--- src/rtl/cluster_soc_evt_queue.sv ---
// ---------------------------------------------------------------------------
// cluster_soc_evt_queue
//
// Buffers fire-and-forget SoC peripheral event IDs for the cluster event
// unit. Events are queued in a FIFO and offered downstream with a
// valid/ready handshake. Events arriving while the FIFO is full (and no pop
// frees a slot in the same cycle) are dropped. Drops are reported through a
// sticky overflow flag and a saturating drop counter.
//
// Ports:
//   clk_i            cluster clock
//   rst_ni           asynchronous active-low reset
//   soc_evt_valid_i  one-cycle strobe: event presented this cycle
//   soc_evt_data_i   event ID, sampled when soc_evt_valid_i=1
//   evt_valid_o      head entry valid (FIFO not empty)
//   evt_ready_i      downstream accepts the head entry
//   evt_data_o       head entry ID
//   clr_i            one-cycle strobe: clears overflow flag and drop counter
//   overflow_o       sticky: at least one event dropped since reset/clear
//   drop_cnt_o       saturating count of dropped events
//   level_o          current FIFO occupancy
// ---------------------------------------------------------------------------
module cluster_soc_evt_queue #(
    parameter int EVNT_WIDTH = 8,
    parameter int DEPTH      = 8,
    parameter int CNT_WIDTH  = 16
) (
    input  logic                       clk_i,
    input  logic                       rst_ni,
    input  logic                       soc_evt_valid_i,
    input  logic [EVNT_WIDTH-1:0]      soc_evt_data_i,
    output logic                       evt_valid_o,
    input  logic                       evt_ready_i,
    output logic [EVNT_WIDTH-1:0]      evt_data_o,
    input  logic                       clr_i,
    output logic                       overflow_o,
    output logic [CNT_WIDTH-1:0]       drop_cnt_o,
    output logic [$clog2(DEPTH):0]     level_o
);

    localparam int PTR_W = $clog2(DEPTH);
    localparam int LVL_W = PTR_W + 1;

    logic [EVNT_WIDTH-1:0] mem_q [DEPTH];
    logic [PTR_W-1:0]      wr_ptr_q;
    logic [PTR_W-1:0]      rd_ptr_q;
    logic [LVL_W-1:0]      level_q;
    logic                  overflow_q;
    logic [CNT_WIDTH-1:0]  drop_cnt_q;

    logic full;
    logic empty;
    logic push;
    logic pop;
    logic push_acc;
    logic drop;

    assign push  = soc_evt_valid_i;
    assign full  = (level_q == LVL_W'(DEPTH));
    assign empty = (level_q == '0);
    assign pop   = evt_valid_o & evt_ready_i;

    // A pop frees the head slot in the same cycle, so a push into a full
    // FIFO is still accepted when the head leaves at the same edge.
    assign push_acc = push & (~full | pop);
    assign drop     = push & full & ~pop;

    assign evt_valid_o = ~empty;
    assign evt_data_o  = mem_q[rd_ptr_q];
    assign level_o     = level_q;
    assign overflow_o  = overflow_q;
    assign drop_cnt_o  = drop_cnt_q;

    // Storage array. When full with a simultaneous pop, the write pointer
    // equals the read pointer; the old head is read combinationally before
    // the edge, so overwriting it here is safe.
    always_ff @(posedge clk_i or negedge rst_ni) begin
        if (!rst_ni) begin
            for (int i = 0; i < DEPTH; i++) begin
                mem_q[i] <= '0;
            end
        end else if (push_acc) begin
            mem_q[wr_ptr_q] <= soc_evt_data_i;
        end
    end

    // Pointers wrap naturally because DEPTH is a power of two.
    always_ff @(posedge clk_i or negedge rst_ni) begin
        if (!rst_ni) begin
            wr_ptr_q <= '0;
            rd_ptr_q <= '0;
        end else begin
            if (push_acc) begin
                wr_ptr_q <= wr_ptr_q + PTR_W'(1);
            end
            if (pop) begin
                rd_ptr_q <= rd_ptr_q + PTR_W'(1);
            end
        end
    end

    always_ff @(posedge clk_i or negedge rst_ni) begin
        if (!rst_ni) begin
            level_q <= '0;
        end else if (push_acc && !pop) begin
            level_q <= level_q + LVL_W'(1);
        end else if (pop && !push_acc) begin
            level_q <= level_q - LVL_W'(1);
        end
    end

    // A drop in the same cycle as a clear takes priority: the flag stays set
    // and the counter restarts at one, so the new loss is not hidden.
    always_ff @(posedge clk_i or negedge rst_ni) begin
        if (!rst_ni) begin
            overflow_q <= 1'b0;
            drop_cnt_q <= '0;
        end else if (drop) begin
            overflow_q <= 1'b1;
            if (clr_i) begin
                drop_cnt_q <= CNT_WIDTH'(1);
            end else if (drop_cnt_q != {CNT_WIDTH{1'b1}}) begin
                drop_cnt_q <= drop_cnt_q + CNT_WIDTH'(1);
            end
        end else if (clr_i) begin
            overflow_q <= 1'b0;
            drop_cnt_q <= '0;
        end
    end

endmodule
--- config.mk ---
export PLATFORM = sky130hd
export DESIGN_NAME = cluster_soc_evt_queue
export DESIGN_NICKNAME = d
export VERILOG_FILES = /design/src/rtl/cluster_soc_evt_queue.sv
export SDC_FILE = /design/constraint.sdc
export NUM_CORES = 1
export LEC_CHECK = 0
export ABC_AREA = 1
export CAP_MARGIN = 20
export CELL_PAD_IN_SITES_DETAIL_PLACEMENT = 2
export CELL_PAD_IN_SITES_GLOBAL_PLACEMENT = 2
export CORE_ASPECT_RATIO = 1.5
export CORE_MARGIN = 2
export CORE_UTILIZATION = 34
export CTS_BUF_LIST = sky130_fd_sc_hd__clkbuf_8
export DETAILED_ROUTE_END_ITERATION = 7
export PLACE_DENSITY = 0.77
export SLEW_MARGIN = 0
export SYNTH_ARGS = -nofsm -noshare
export SYNTH_HDL_FRONTEND = slang
export SYNTH_SLANG_ARGS = --single-unit
--- constraint.sdc ---
create_clock -name clk_i -period 2.4 [get_ports clk_i]
set_input_delay 0.6 -clock clk_i [delete_from_list [all_inputs] [get_ports clk_i]]
set_output_delay 0.6 -clock clk_i [all_outputs]
set_load 0.02 [all_outputs]
### Word-level counts from Yosys, hierarchy flattened

Cells that the tools add are included.
W data, S select, Z words.

* add/sub/neg operators: 5
* order comparisons: 3
* eq/ne operators: 2
* muxes and demuxes: 14
* bitwise gates (word level): 10
* reduce and logical (&&, ||, !) cells: 10

Operator list (number)
* $bwmux W64: 1
* $mux W16: 4
* $bmux W8 S3: 1
* $demux W8 S3: 1
* $mux W8: 3
* $add A16 B1 Y16 const B: 1
* $ne A16 B16 Y1 const B: 1
* $ge A4 B4 Y1 const B: 2
* $mux W4: 2
* $not A3 Y4: 2
* $add A3 B1 Y3 const B: 2
* $reduce_bool A2 Y1: 3
* $add A4 B1 Y4 const B: 1
* $and A1 B1 Y1: 4
* $eq A4 B4 Y1 const B: 1
* $logic_not A4 Y1: 1
* $lt A4 B1 Y1 const B: 1
* $sub A4 B1 Y4 const B: 1
* $logic_and A1 B1 Y1: 3
* $not A1 Y1: 3
* $logic_not A1 Y1: 2
* $mux W1: 2
* $reduce_and A2 Y1: 1
* $or A1 B1 Y1: 1

* bits in registers: 91
* bits of input ports: 13

### Logic depth before layout (Yosys ltp)

* depth after elaboration: 9
* depth in mapped cells: 14

### Worst setup path before layout

Ideal clock, no wire load.

* path type: input-to-reg
* from: in evt_ready_i
* to: reg level_q[3] (netlist: level_o[3])
* arrival: 2.270 ns
* data required time: 2.279 ns
* slack: 0.009 ns
* cell stages on the path: 14
* buffers on the path: 1
* path through: nor2_2 -> nand3_4 -> nand2_4 -> inv_6 -> buf_12 -> ha_1 -> inv_1 -> ha_1 -> a21oi_1 -> nand2_1 -> a21oi_1 -> o21ai_0 -> nand2_1 -> nand2_1

* word-level cells in the longest chain between the ends: 6
* elaborated cells on any way between the ends: 9
* classes of those cells: 1 x mux; 3 x bitwise; 5 x reduce/logical

RTL lines
* start: declaration: RTL line 33 `input logic evt_ready_i,`
* $and A1 B1 Y1 (*): RTL line 61 `assign pop = evt_valid_o & evt_ready_i;`
* $or A1 B1 Y1 (*): RTL line 65 `assign push_acc = push & (~full | pop);`
* $and A1 B1 Y1 (*): RTL line 65
* net push_acc: RTL line 55 `logic push_acc;`
* $logic_not A1 Y1: RTL line 107 `end else if (pop && !push_acc) begin`
* $logic_and A1 B1 Y1: RTL line 107
* $reduce_bool A2 Y1 (no source line)
* end signal: assignment: RTL line 106 `level_q <= level_q + LVL_W'(1);`
* end signal: assignment: RTL line 108 `level_q <= level_q - LVL_W'(1);`
* end: declaration: RTL line 47 `logic [LVL_W-1:0] level_q;`

Mark *: on every way through the listed nets, which the timed path passes. The rest lies on a longest branch.
A chain may end at the register's enable or synchronous reset.

### Final worst setup path

* from: reg rd_ptr_q[0]
* to: out evt_data_o[2]

* word-level cells in the longest chain between the ends: 4

RTL lines
* start: declaration: RTL line 46 `logic [PTR_W-1:0] rd_ptr_q;`
* start signal: assignment: RTL line 97 `rd_ptr_q <= rd_ptr_q + PTR_W'(1);`
* $not A3 Y4 (implied by the code): RTL line 69 `assign evt_data_o = mem_q[rd_ptr_q];`
* $bmux W8 S3: RTL line 69
* $mux W8 (implied by the code) (2 in a row): RTL line 69
* end: declaration: RTL line 34 `output logic [EVNT_WIDTH-1:0] evt_data_o,`

No other way between the ends. The select of a mux whose other input is x is not followed.

==> impl_metrics.toml <==
[finish]
final_cell_mix = "142 x sky130_fd_sc_hd__nand2_1, 90 x sky130_fd_sc_hd__dfrtp_1, 38 x sky130_fd_sc_hd__o21ai_1, 36 x sky130_fd_sc_hd__o21ai_0, 33 x sky130_fd_sc_hd__nor2_1"
fin_nets = 598
diodes = 0
final_layout_size_suffix_gt1_share_pct = 20.2
flow.area_growth_from_synthesis_pct = 23.0
layout_commonest_cell = "sky130_fd_sc_hd__nand2_1"
final-instance-count-excl-fill = 745

[grt]
grt_remaining_overflow = 0
gr-usage-all-layers_pct = 20.9
grt_pass1_wl_mm = 23.8
grt_max_degree = 49
number_of_global_route_vias_before_repair = 4497
initial_antenna_violation_count = 0

[route]
drtPass1Iterations = 4
route.met3.wl_um = 312
vias = 3946
detailedRoute.firstIterationViolations = 111
routed_met2_length_mm = 7.93
wirelength_mm = 14.4
top_signal_layer_used = "met4"
drt.antenna.violating_nets = 0
avgRoutedWirePerCell_um = 19.3
via_per_inst = 5.30
met1_length_mm = 5.76
drc = 0

[flow_run]
max_cap_viol_count = 0

[synthesis]
fraction_of_the_mapped_netlist_area_in_simple_logic_gates_pct = 23.4
synth-async-reset-ratio_pct = 100
yosysWarningCount = 0
synth_compound_gate_area_share_pct = 14.5
synth_seq_cells = 91
synth_ff_type = "sky130_fd_sc_hd__dfrtp_1"
synth_enable_flop_cells = 0
yosys.area_share.adder_pct = 2.02
post_synth_mux_area_share_pct = 3.88
syn_inst = 511
synth.lib_cells_used.distinct = 39
syn-cell-area_sq_um = 4700
syn_avg_cell_area_sq_um = 9.20
synth_xor_xnor_area_share_pct = 1.86
largest_family_of_logic_cells_by_synthesized_area = "simple AND/OR/NAND/NOR gates"
seq_area_frac_synth_pct = 48.4
synth_fp_nets = 531

[floorplan]
initial_core_utilization_pct = 34.8
die_height_um = 148
num_io_pins = 43
floorplan.core_area_sq_um = 13500
fp-row-count = 52
dieWidth_um = 100
dieArea_sq_um = 14800

[setup_path]
timing.critical_path.cells = "buf_12, mux2i_2, o22ai_1, nand2_1, nand2_2, buf_2"
crit_type = "reg -> out"
critPathRequiredTime_ns = 1.80
worst_ep_arrival_time_ns = 1.79
critical_path.max_stage_delay_ns = 0.51
cpMaxStageDelayCell = "sky130_fd_sc_hd__dfrtp_2"
path_max_fanout = 10
endpoint_kind = "primary output"
setup.worst_path.start_class = "flop"

[sta]
report.final.hold_viol_count = 0
actual_transition_at_the_worst_max_transition_pin_ns = 0.463
fin_ws_ns = 0.0139
post-route-min-period_ns = 2.39
max_clock_freq_mhz = 419
rsz_0062_raised_after_global_routing = "yes"
slew_viol_final = 0
maxSlewHeadroom_pct = 69.0
final_min_period_over_clock_period_pct = 99.4
worst_clock_skew_ns = 0.0100
finalSetupViolCount = 0
hold_slack_ns = 0.137

[clock_network]
worst_setup_hold_path_clk_slew_ns = 0.10
cts_root_buffer = "sky130_fd_sc_hd__clkbuf_8"
cts.sink_count = 91
total_clock_buffers_created_by_cts = 9
worstSkewPairLatency_ns = 0.38
h_tree_depth = 3
cts.path.max_buffers = 2
cts-hold-fix-buffers = 0
tritoncts = "built"

[power_and_ir_drop]
vdd_ir_drop_max_v = 0.000551
power-per-cell-area_nw_per_um2 = 1250
power_leakage_nw = 2.62

[place]
place.gp.congestion = 0.767
post-dp-hpwl_mm = 9.84
post-place-cells = 725
place.port_buffers = 42
detailedPlace.worstSlack_ns = -0.477

[hold_path]
hp-class = "in -> async"

[run_status]
status = "completed"
-- cells by family (layout without fill, tap and decap cells) --
| family | count (synthesis) | count (layout) |
|---|---|---|
| AND/OR/NAND/NOR | 226 | 226 |
| AO/OA/AOI/OAI | 115 | 115 |
| flip-flops | 91 | 91 |
| buffers and inverters | 44 | 116 |
| multiplexers | 18 | 18 |
| XOR/XNOR | 10 | 10 |
| adder cells (fa/ha/maj) | 7 | 7 |
-- registers in the layout, summed over array words and instances, names as in the netlist --
signal and count:
mem_q 64, drop_cnt_o 16, level_o 4, rd_ptr_q 3, wr_ptr_q 3, overflow_o 1
-- per-layer routing --
layer | vias to the layer above | track usage (%)
li1 | 1853 | -
met1 | 2012 | 24.0
met2 | 60 | 38.6
met3 | 21 | 2.36
met4 | 0 | 9.04
met5 | - | 0
-- worst max-delay path: cells and delay by family, from the launching register on --
family                 cells  cell delay (ns)
DFF                        1             0.51
muxes                      1             0.22
buffers and inverters      2             0.36
AOI/OAI and AO/OA          1             0.10
and+or+nand+nor            2             0.21
-- power breakdown --
| group | total [mW] | internal (mW) | switching [mW] | leakage (nW) |
|---|---|---|---|---|
| logic | 3.44 | 1.49 | 1.94 | 1.35 |
| clock network | 1.20 | 0.617 | 0.583 | 0.117 |
| registers | 2.59 | 2.10 | 0.484 | 1.16 |
-- cells in the mapped netlist (5+ instances only) --
master	instances	area, sq um
sky130_fd_sc_hd__nand2_1	145	544
sky130_fd_sc_hd__dfrtp_1	91	2280
sky130_fd_sc_hd__o21ai_0	39	195
sky130_fd_sc_hd__o21ai_1	35	175
sky130_fd_sc_hd__nor2_1	33	124
sky130_fd_sc_hd__inv_1	18	67.6
sky130_fd_sc_hd__nand3_1	18	90.1
sky130_fd_sc_hd__o21ai_2	17	149
sky130_fd_sc_hd__mux2i_1	16	160
sky130_fd_sc_hd__o22ai_1	16	100
sky130_fd_sc_hd__buf_6	7	78.8
sky130_fd_sc_hd__nand4_4	7	149
sky130_fd_sc_hd__ha_1	6	75.1
sky130_fd_sc_hd__nand4_1	6	37.5
sky130_fd_sc_hd__xor2_1	6	52.6
sky130_fd_sc_hd__buf_2	5	25.0
sky130_fd_sc_hd__clkbuf_1	5	18.8
-- stage by stage --
| step | utilization [%] | total power, mW | setup TNS (ns) | area [sq um] |
|---|---|---|---|---|
| 2_1_floorplan | - | 4.57 | 0 | 4700 |
| 3_3_place_gp | 40.5 | 5.72 | -0.651 | 5480 |
| 3_5_place_dp | 40.5 | 5.93 | -1.05 | 5480 |
| 4_1_cts | 42.6 | 7.27 | -0.00444 | 5770 |
| 5_1_grt | 42.8 | 7.77 | -0.270 | 5790 |
| 6_report | 42.8 | 7.23 | 0 | 5790 |
-- worst paths after layout --
| check | endpoint | startpoint | depth (start not counted) | slack [ns] |
|---|---|---|---|---|
| max | evt_data_o[2] | rd_ptr_q[0]$_DFFE_PN0P_ | 6 | 0.01 |
| min | drop_cnt_o[3]$_DFFE_PN0P_ | rst_ni | 1 | 0.14 |
| max reg2reg | level_o[3]$_DFFE_PN0P_ | level_o[1]$_DFFE_PN0P_ | 12 | 0.22 |
| min reg2reg | mem_q[9]$_DFFE_PN0P_ | mem_q[9]$_DFFE_PN0P_ | 2 | 0.49 |
| max in group asynchronous | mem_q[42]$_DFFE_PN0P_ | rst_ni | 2 | 1.64 |
| min in group clk_i | mem_q[9]$_DFFE_PN0P_ | mem_q[9]$_DFFE_PN0P_ | 2 | 0.49 |
-- what timing repair did --
item / in CTS / in global routing
setup buffers: 1 / 2
resized for setup: 47 / 12
setup endpoints to repair: 9 / 9
pin swaps: 1 / 2
gates cloned: 2 / 0
-- layout make-up --
type                       instances  area, sq um
fill                            1498         7750
sequential                        91         2280
multi-input combinational        376         2180
timing repair buffer              75          768
tap                              162          203
clock buffer                      10          138
inverter                          25          128
clock inverter                     6         87.6
Power figures use the tool's default switching activity.
